==> src/rtl/mem_xbar_n.sv <==
// N-target data-side crossbar: window decode, rebase, grant handshake, one outstanding read with timeout.
// Optional error statistics (o_err_cnt / o_err_addr) are built when MEM_XBAR_ERRCNT_EN is defined.
module mem_xbar_n #(
    parameter int                    NUM_TGT      = 2,
    parameter logic [NUM_TGT*30-1:0] REGION_START = '0,
    parameter logic [NUM_TGT*30-1:0] REGION_LIMIT = '0,
    parameter logic [15:0]           TIMEOUT      = 16'd255
) (
    input  logic                    clk,
    input  logic                    rst,
    input  logic                    i_req,
    input  logic [29:0]             i_addr,
    input  logic [31:0]             i_data,
    input  logic                    i_wren,
    input  logic [3:0]              i_mask,
    output logic                    o_gnt,
    output logic                    o_rvalid,
    output logic [31:0]             o_rdata,
    output logic                    o_err,
    output logic [NUM_TGT-1:0]      o_tgt_req,
    output logic [NUM_TGT*30-1:0]   o_tgt_addr,
    output logic [31:0]             o_tgt_data,
    output logic [NUM_TGT-1:0]      o_tgt_wren,
    output logic [3:0]              o_tgt_mask,
    input  logic [NUM_TGT-1:0]      i_tgt_gnt,
    input  logic [NUM_TGT-1:0]      i_tgt_rvalid,
    input  logic [NUM_TGT*32-1:0]   i_tgt_rdata
`ifdef MEM_XBAR_ERRCNT_EN
    ,
    output logic [15:0]             o_err_cnt,
    output logic [29:0]             o_err_addr
`endif
);

    localparam int IDX_W = (NUM_TGT > 1) ? $clog2(NUM_TGT) : 1;

    typedef enum logic [1:0] {
        ST_IDLE = 2'd0,
        ST_RESP = 2'd1,
        ST_ERR  = 2'd2
    } state_t;

    state_t             state_r;
    logic [IDX_W-1:0]   idx_r;
    logic [15:0]        cnt_r;
    logic [15:0]        cnt_inc_s;
    logic [IDX_W-1:0]   hit_idx_s;
    logic               hit_s;
    logic               match_s;
    logic               rsp_hit_s;
    logic               tmo_s;

    // Address decode; scanning from the top down leaves the lowest matching target selected
    always_comb begin
        hit_s     = 1'b0;
        hit_idx_s = '0;
        match_s   = 1'b0;
        for (int k = NUM_TGT - 1; k >= 0; k--) begin
            match_s   = (i_addr >= REGION_START[k*30 +: 30]) && (i_addr < REGION_LIMIT[k*30 +: 30]);
            hit_s     = hit_s | match_s;
            hit_idx_s = match_s ? IDX_W'(k) : hit_idx_s;
        end
    end

    // Rebased address toward every target, modulo 2^30
    always_comb begin
        o_tgt_addr = '0;
        for (int k = 0; k < NUM_TGT; k++) begin
            o_tgt_addr[k*30 +: 30] = i_addr - REGION_START[k*30 +: 30];
        end
    end

    assign o_tgt_data = i_data;
    assign o_tgt_mask = i_mask;
    assign cnt_inc_s  = cnt_r + 16'd1;
    assign rsp_hit_s  = (state_r == ST_RESP) && i_tgt_rvalid[idx_r];
    // A response arriving in the expiry cycle takes priority over the timeout
    assign tmo_s      = (state_r == ST_RESP) && !rsp_hit_s &&
                        (TIMEOUT != 16'd0) && (cnt_inc_s == TIMEOUT);

    // Request routing and response muxing
    always_comb begin
        o_tgt_req  = '0;
        o_tgt_wren = '0;
        o_gnt      = 1'b0;
        o_rvalid   = 1'b0;
        o_err      = 1'b0;
        o_rdata    = 32'd0;
        case (state_r)
            ST_IDLE: begin
                if (hit_s) begin
                    o_tgt_req[hit_idx_s]  = i_req;
                    o_tgt_wren[hit_idx_s] = i_req & i_wren;
                    o_gnt                 = i_req & i_tgt_gnt[hit_idx_s];
                end else begin
                    o_gnt = i_req;
                end
            end
            ST_RESP: begin
                if (rsp_hit_s) begin
                    o_rvalid = 1'b1;
                    o_rdata  = i_tgt_rdata[idx_r*32 +: 32];
                end else if (tmo_s) begin
                    o_rvalid = 1'b1;
                    o_err    = 1'b1;
                end else begin
                    o_rvalid = 1'b0;
                end
            end
            ST_ERR: begin
                o_rvalid = 1'b1;
                o_err    = 1'b1;
            end
            default: begin
                o_rvalid = 1'b0;
            end
        endcase
    end

    // Transaction state machine: latched target index and response timeout counter
    always_ff @(posedge clk or posedge rst) begin
        if (rst) begin
            state_r <= ST_IDLE;
            idx_r   <= '0;
            cnt_r   <= 16'd0;
        end else begin
            case (state_r)
                ST_IDLE: begin
                    if (o_gnt && !hit_s) begin
                        state_r <= ST_ERR;
                    end else if (o_gnt && !i_wren) begin
                        state_r <= ST_RESP;
                        idx_r   <= hit_idx_s;
                        cnt_r   <= 16'd0;
                    end else begin
                        state_r <= ST_IDLE;
                    end
                end
                ST_RESP: begin
                    if (rsp_hit_s || tmo_s) begin
                        state_r <= ST_IDLE;
                    end else begin
                        cnt_r <= cnt_inc_s;
                    end
                end
                ST_ERR: begin
                    state_r <= ST_IDLE;
                end
                default: begin
                    state_r <= ST_IDLE;
                end
            endcase
        end
    end

`ifdef MEM_XBAR_ERRCNT_EN
    logic [29:0] req_addr_r;

    // Error statistics: address captured at grant, reported when that access errors
    always_ff @(posedge clk or posedge rst) begin
        if (rst) begin
            req_addr_r <= 30'd0;
            o_err_cnt  <= 16'd0;
            o_err_addr <= 30'd0;
        end else begin
            if (o_gnt) begin
                req_addr_r <= i_addr;
            end
            if (o_rvalid && o_err) begin
                o_err_cnt  <= (o_err_cnt == 16'hFFFF) ? o_err_cnt : o_err_cnt + 16'd1;
                o_err_addr <= req_addr_r;
            end
        end
    end
`endif

endmodule

==> config.mk <==
export PLATFORM = sky130hd
export DESIGN_NAME = mem_xbar_n
export DESIGN_NICKNAME = d
export VERILOG_FILES = /design/src/rtl/mem_xbar_n.sv
export SDC_FILE = /design/constraint.sdc
export NUM_CORES = 1
export LEC_CHECK = 0
export BUFFER_PORTS_ARGS = -buffer_cell sky130_fd_sc_hd__buf_2
export CORE_AREA = 10 10 97 99
export DETAILED_ROUTE_END_ITERATION = 10
export DIE_AREA = 0 0 107 109
export HOLD_SLACK_MARGIN = 0.12
export PLACE_DENSITY_LB_ADDON = 0.08
export SETUP_SLACK_MARGIN = 0.1
export SLEW_MARGIN = 15
export SYNTH_ARGS = -nofsm -noshare
export SYNTH_HDL_FRONTEND = slang
export SYNTH_SLANG_ARGS = --single-unit
export TNS_END_PERCENT = 50
==> constraint.sdc <==
create_clock -name clk -period 6.85 [get_ports clk]
set_input_delay 1.0275 -clock clk [delete_from_list [all_inputs] [get_ports clk]]
set_output_delay 1.0275 -clock clk [all_outputs]
set_load 0.01 [all_outputs]
=== After elaboration in Yosys (flattened, before gate mapping) ===
Index checks and enable logic that the tools add are counted.

* Output and inout port bits: 135
* Input bits: 138
* Register bits: 18
* Word-level logic and storage cells: 48

* Mux-type cells: 21
* Reduce and logical (&&, ||, !) cells: 13
* Bitwise gates (word level): 2
* Add/sub/neg operators: 1
* $lt $le $gt $ge: 2
* Eq/ne operators: 7

{| class="wikitable"
|+ Operators by type and width
! cell !! count
|-
| 32-bit 2-to-1 mux || 2
|-
| 16-bit 2-to-1 mux || 3
|-
| 16-bit one-hot mux with 2 select lines || 1
|-
| 30-bit by 1-bit >= comparator with 1-bit output (second input constant) || 1
|-
| 30-bit by 1-bit < comparator with 1-bit output (second input constant) || 1
|-
| 16-bit by 1-bit adder with 16-bit output (second input constant) || 1
|-
| 16-bit by 8-bit equality test with 1-bit output (second input constant) || 1
|-
| 1-bit 2-to-1 mux || 10
|-
| 1-bit logical AND || 6
|-
| 2-bit inequality test (second input constant) || 3
|-
| 2-bit 2-to-1 mux || 2
|-
| 1-bit one-hot mux with 2 select lines || 2
|-
| 2-bit one-hot mux with 2 select lines || 1
|-
| 4-bit AND reduction || 1
|-
| 1-bit logical NOT || 3
|-
| 1-bit bitwise AND || 2
|-
| 2-bit by 1-bit equality test with 1-bit output (second input constant) || 1
|-
| 2-bit equality test (second input constant) || 1
|-
| 2-bit logical NOT || 1
|-
| 2-bit by 1-bit inequality test with 1-bit output (second input constant) || 1
|-
| 2-bit nonzero test || 1
|-
| 1-bit logical OR || 1
|}

=== Logic depth before layout (Yosys ltp) ===
* Word-level depth: 8
* Mapped depth: 10
* Depth with buffers taken out: 7

=== Worst setup path before layout ===
OpenSTA, ideal clock, no wires.

* Path type: input to output
* Start: in i_tgt_rvalid[0]
* End: out o_rvalid
* Setup slack: 3.492 ns
* Data arrival time: 2.331 ns
* Stages on the path: 5
* Data required time: 5.822 ns
* Path buffers: 1
* Path through: nand2b_1 > buf_2 > or4_4 > nor3_2 > o31a_1

* Cells in the longest elaborated chain, start to end: 7

{| class="wikitable"
|+ RTL lines
! item !! RTL line !! source
|-
| start, declared || 26 || <nowiki>input logic [NUM_TGT-1:0] i_tgt_rvalid,</nowiki>
|-
| 1-bit logical AND * || 76 || <nowiki>assign rsp_hit_s = (state_r == ST_RESP) && i_tgt_rvalid[idx_r];</nowiki>
|-
| 1-bit logical NOT || 78 || <nowiki>assign tmo_s = (state_r == ST_RESP) && !rsp_hit_s &&</nowiki>
|-
| 1-bit logical AND || 78 ||
|-
| 1-bit logical AND || 79 || <nowiki>(TIMEOUT != 16'd0) && (cnt_inc_s == TIMEOUT);</nowiki>
|-
| 1-bit 2-to-1 mux || 103 || <nowiki>end else if (tmo_s) begin</nowiki>
|-
| 1-bit 2-to-1 mux * || 100 || <nowiki>if (rsp_hit_s) begin</nowiki>
|-
| 1-bit one-hot mux with 2 select lines * || 89 || <nowiki>case (state_r)</nowiki>
|-
| end, declared || 17 || <nowiki>output logic o_rvalid,</nowiki>
|}

Mark *: on every way between the ends. The rest lies on a longest branch, timed or not.

=== Worst setup path after layout ===
* Start: reg state_r[1]
* End: out o_rvalid

* Cells in the longest elaborated chain, start to end: 8
* Elaborated cells between the ends (all ways): 9
* Those cells by class: eq/ne: 2; mux: 3; reduce/logical: 4

{| class="wikitable"
|+ RTL lines
! item !! RTL line !! source
|-
| start, declared || 43 || <nowiki>state_t state_r;</nowiki>
|-
| start signal, assigned || 123 || <nowiki>state_r <= ST_IDLE;</nowiki>
|-
| start signal, assigned || 130 || <nowiki>state_r <= ST_ERR;</nowiki>
|-
| start signal, assigned || 132 || <nowiki>state_r <= ST_RESP;</nowiki>
|-
| 2-bit by 1-bit equality test with 1-bit output || 76, 78, 89 ||
|-
| 1-bit logical AND || 76 ||
|-
| 1-bit logical NOT || 78 ||
|-
| 1-bit logical AND || 78 ||
|-
| 1-bit logical AND || 79 ||
|-
| 1-bit 2-to-1 mux || 103 ||
|-
| 1-bit 2-to-1 mux || 100 ||
|-
| 1-bit one-hot mux with 2 select lines * || 89 ||
|}

Marked as above.

==> flow_metrics.py <==
metrics = {
    "timing": {
        "drv_slew": 0,
        "max_slew.worst_pin.slew_ns": 0.954,
        "finClkSkew_ns": 0.00543,
        "timing.fmax_mhz": 235,
        "fin_ws_ns": 2.60,
        "post-route-min-period_ns": 4.25,
        "rsz0062_at_grt": "false",
        "hold_viol_final": 0,
        "period_share": 0.621,
        "slew_headroom": 0.364,
        "fin_tns_setup_ns": 0,
        "setup_violations": 0,
    },
    "floorplanning": {
        "coreArea_sq_um": 7530,
        "start_util": 0.317,
        "fp.dieW_microns": 107,
        "die_h_microns": 109,
        "io_pins": 273,
        "dieArea_sq_um": 11700,
        "num_rows": 32,
    },
    "place": {
        "place_ws_ns": 2.81,
        "dp_hpwl_microns": 5520,
        "port_buffers": 70,
        "dp_cells": 359,
        "gp_congestion": 0.731,
    },
    "layout": {
        "finalNetCount": 406,
        "stdcell_count": 363,
        "fillers": 844,
        "layout-drive-gt1-share": 0.341,
        "postLayoutCoreUtil": 0.279,
        "antenna_cells": 0,
        "syn_to_final_growth_pct": -11.8,
    },
    "logic_synthesis": {
        "yosys.cell_types.count": 53,
        "yosysMostFrequentCell": "buf_4",
        "avgSynthCellArea_sq_um": 7.98,
        "synth_seq_area_share": 0.189,
        "synth.ff_latch_count": 18,
        "async_flop_share": 1.00,
        "synth_top_cell_area_share": 0.321,
        "syn_area_sq_um": 2380,
        "postSynthCellCount": 299,
        "synth.top_cells.by_area": "buf_4 32%, dfrtp_1 19%, and3_1 9.2%",
        "synth.largest_area_cell": "buf_4",
        "synthFlopType": "dfrtp_1",
        "synthTopCellsByCount": "102 x buf_4, 35 x and3_1, 21 x nand2_1",
        "synth_edf_count": 0,
        "synth_warnings": 0,
    },
    "outcome": {
        "status": "finished, final reports clean",
    },
    "routing": {
        "drc": 0,
        "first_pass_iters": 6,
        "wl_microns": 6900,
        "drtIter0Drc": 74,
        "postRouteAntennaNets": 0,
        "num_vias": 1768,
        "wire_per_inst_microns": 19.0,
        "via_per_inst": 4.87,
    },
    "flow_run": {
        "maxCapViolCount": 0,
    },
    "worst_setup_path": {
        "cp.arrival_ns": 3.23,
        "criticalPathCategory": "flip-flop to primary output",
        "worstPathRequired_ns": 5.82,
        "end_kind": "primary output",
        "r2r_cells": 6,
        "start_kind": "flip-flop",
        "crit_fanout": 37,
    },
    "pwr": {
        "pwr_density_cell_nw_per_um2": 106,
        "total_power_mw": 0.223,
        "p_leak_nw": 1.09,
        "irDropWorstVdd_uv": 63.7,
    },
    "clocking": {
        "hold_buffers": 0,
        "clock_latency_ns": 0.26,
        "clock-root-buffer": "clkbuf_8",
        "htreeDepth": 1,
        "cts_buffers": 3,
        "cts.sinks": 18,
        "cts_setup_buffers": 0,
        "cts_buffer_depth": 2,
        "path_clk_slew_ns": 0.08,
        "cts_resized": 0,
        "cts_tree": "built",
    },
    "global_routing": {
        "use_met2": 0.180,
        "antenna_found_initial": 0,
        "globalRouteTotalUtil": 0.114,
        "grt_max_degree": 38,
        "grt_pass1_vias": 1832,
        "grt_pass1_wl_microns": 10600,
        "overflow": 0,
        "use_met1": 0.119,
        "grt_busiest_layer": "met2",
        "grtUsageMet3": 0.0873,
    },
    "worst_hold_path": {
        "worstHoldPathType": "flip-flop to flip-flop",
        "hold_depth": 1,
    },
}
per-stage QoR:
step | hold WS (ns) | instance area [sq um]
global placement | 0.508 | 2050
finish | 0.526 | 2100
floorplan | 0.467 | 2400
global route | 0.585 | 2100
detailed placement | 0.505 | 2050
CTS | 0.521 | 2100
final cells by class:
cell class	count	area, sq um	share of cell area
clock buffer	4	55.1	0.0262
sequential	18	450	0.214
tap	102	128	0.0607
multi-input combinational	163	1100	0.522
timing repair buffer	70	350	0.167
inverter	6	22.5	0.0107
per-layer routing:
metal	share of wire	wire length, microns
met1	0.38	2600
met2	0.46	3160
met3	0.16	1090
met4	0.0083	57
met5	0	0
power by group:
group / internal [mW] / switching, mW / total [mW]
clock network: 0.0512 / 0.0403 / 0.0915
registers: 0.107 / 0.000375 / 0.107
logic: 0.0106 / 0.0138 / 0.0244
total: 0.168 / 0.0545 / 0.223
critical path, cell delays in order (launching register included):
cell	delay, ns
dfrtp_1	0.41
inv_1	0.11
ha_1	0.79
nand2b_1	0.35
or4_4	0.65
nor3_2	0.34
o31a_1	0.19
buf_2	0.13
cells by family (layout without fill, tap and decap cells):
group / count (synthesis) / count (layout) / synth area share
buf+inv: 121 / 80 / 0.356
simple gates: 100 / 100 / 0.264
compound gates: 44 / 44 / 0.122
flops: 18 / 18 / 0.189
fa+ha+maj: 6 / 6 / 0.0315
xor+xnor: 6 / 6 / 0.0220
mux: 3 / 3 / 0.0136
other cells: 1 / 4 / 0.00157
path summary, 6_finish.rpt:
kind / end / from / slack, ns
worst max-delay path: o_rvalid / state_r[1] / 2.60
min in group asynchronous: state_r[0] / rst / 0.90
max in group asynchronous: cnt_r[12] / rst / 5.46
worst min-delay path: cnt_r[15] / cnt_r[15] / 0.53
worst max register to register: cnt_r[2] / state_r[1] / 3.88
worst min register to register: cnt_r[15] / cnt_r[15] / 0.53
placed cells by master, fill, tap and decap left out, types with 5 or more instances in the layout:
cell / n
a31oi_1: 5
and3_1: 35
buf_2: 70
dfrtp_1: 18
ha_1: 6
inv_1: 6
nand2_1: 21
nand2b_1: 5
nand3_1: 6
nor2_1: 5
o21ai_0: 20
sequential cells by signal (all words and copies together) (netlist names):
register / count
cnt_r: 16
state_r: 2
No activity file was read; power rests on OpenSTA's default activity.
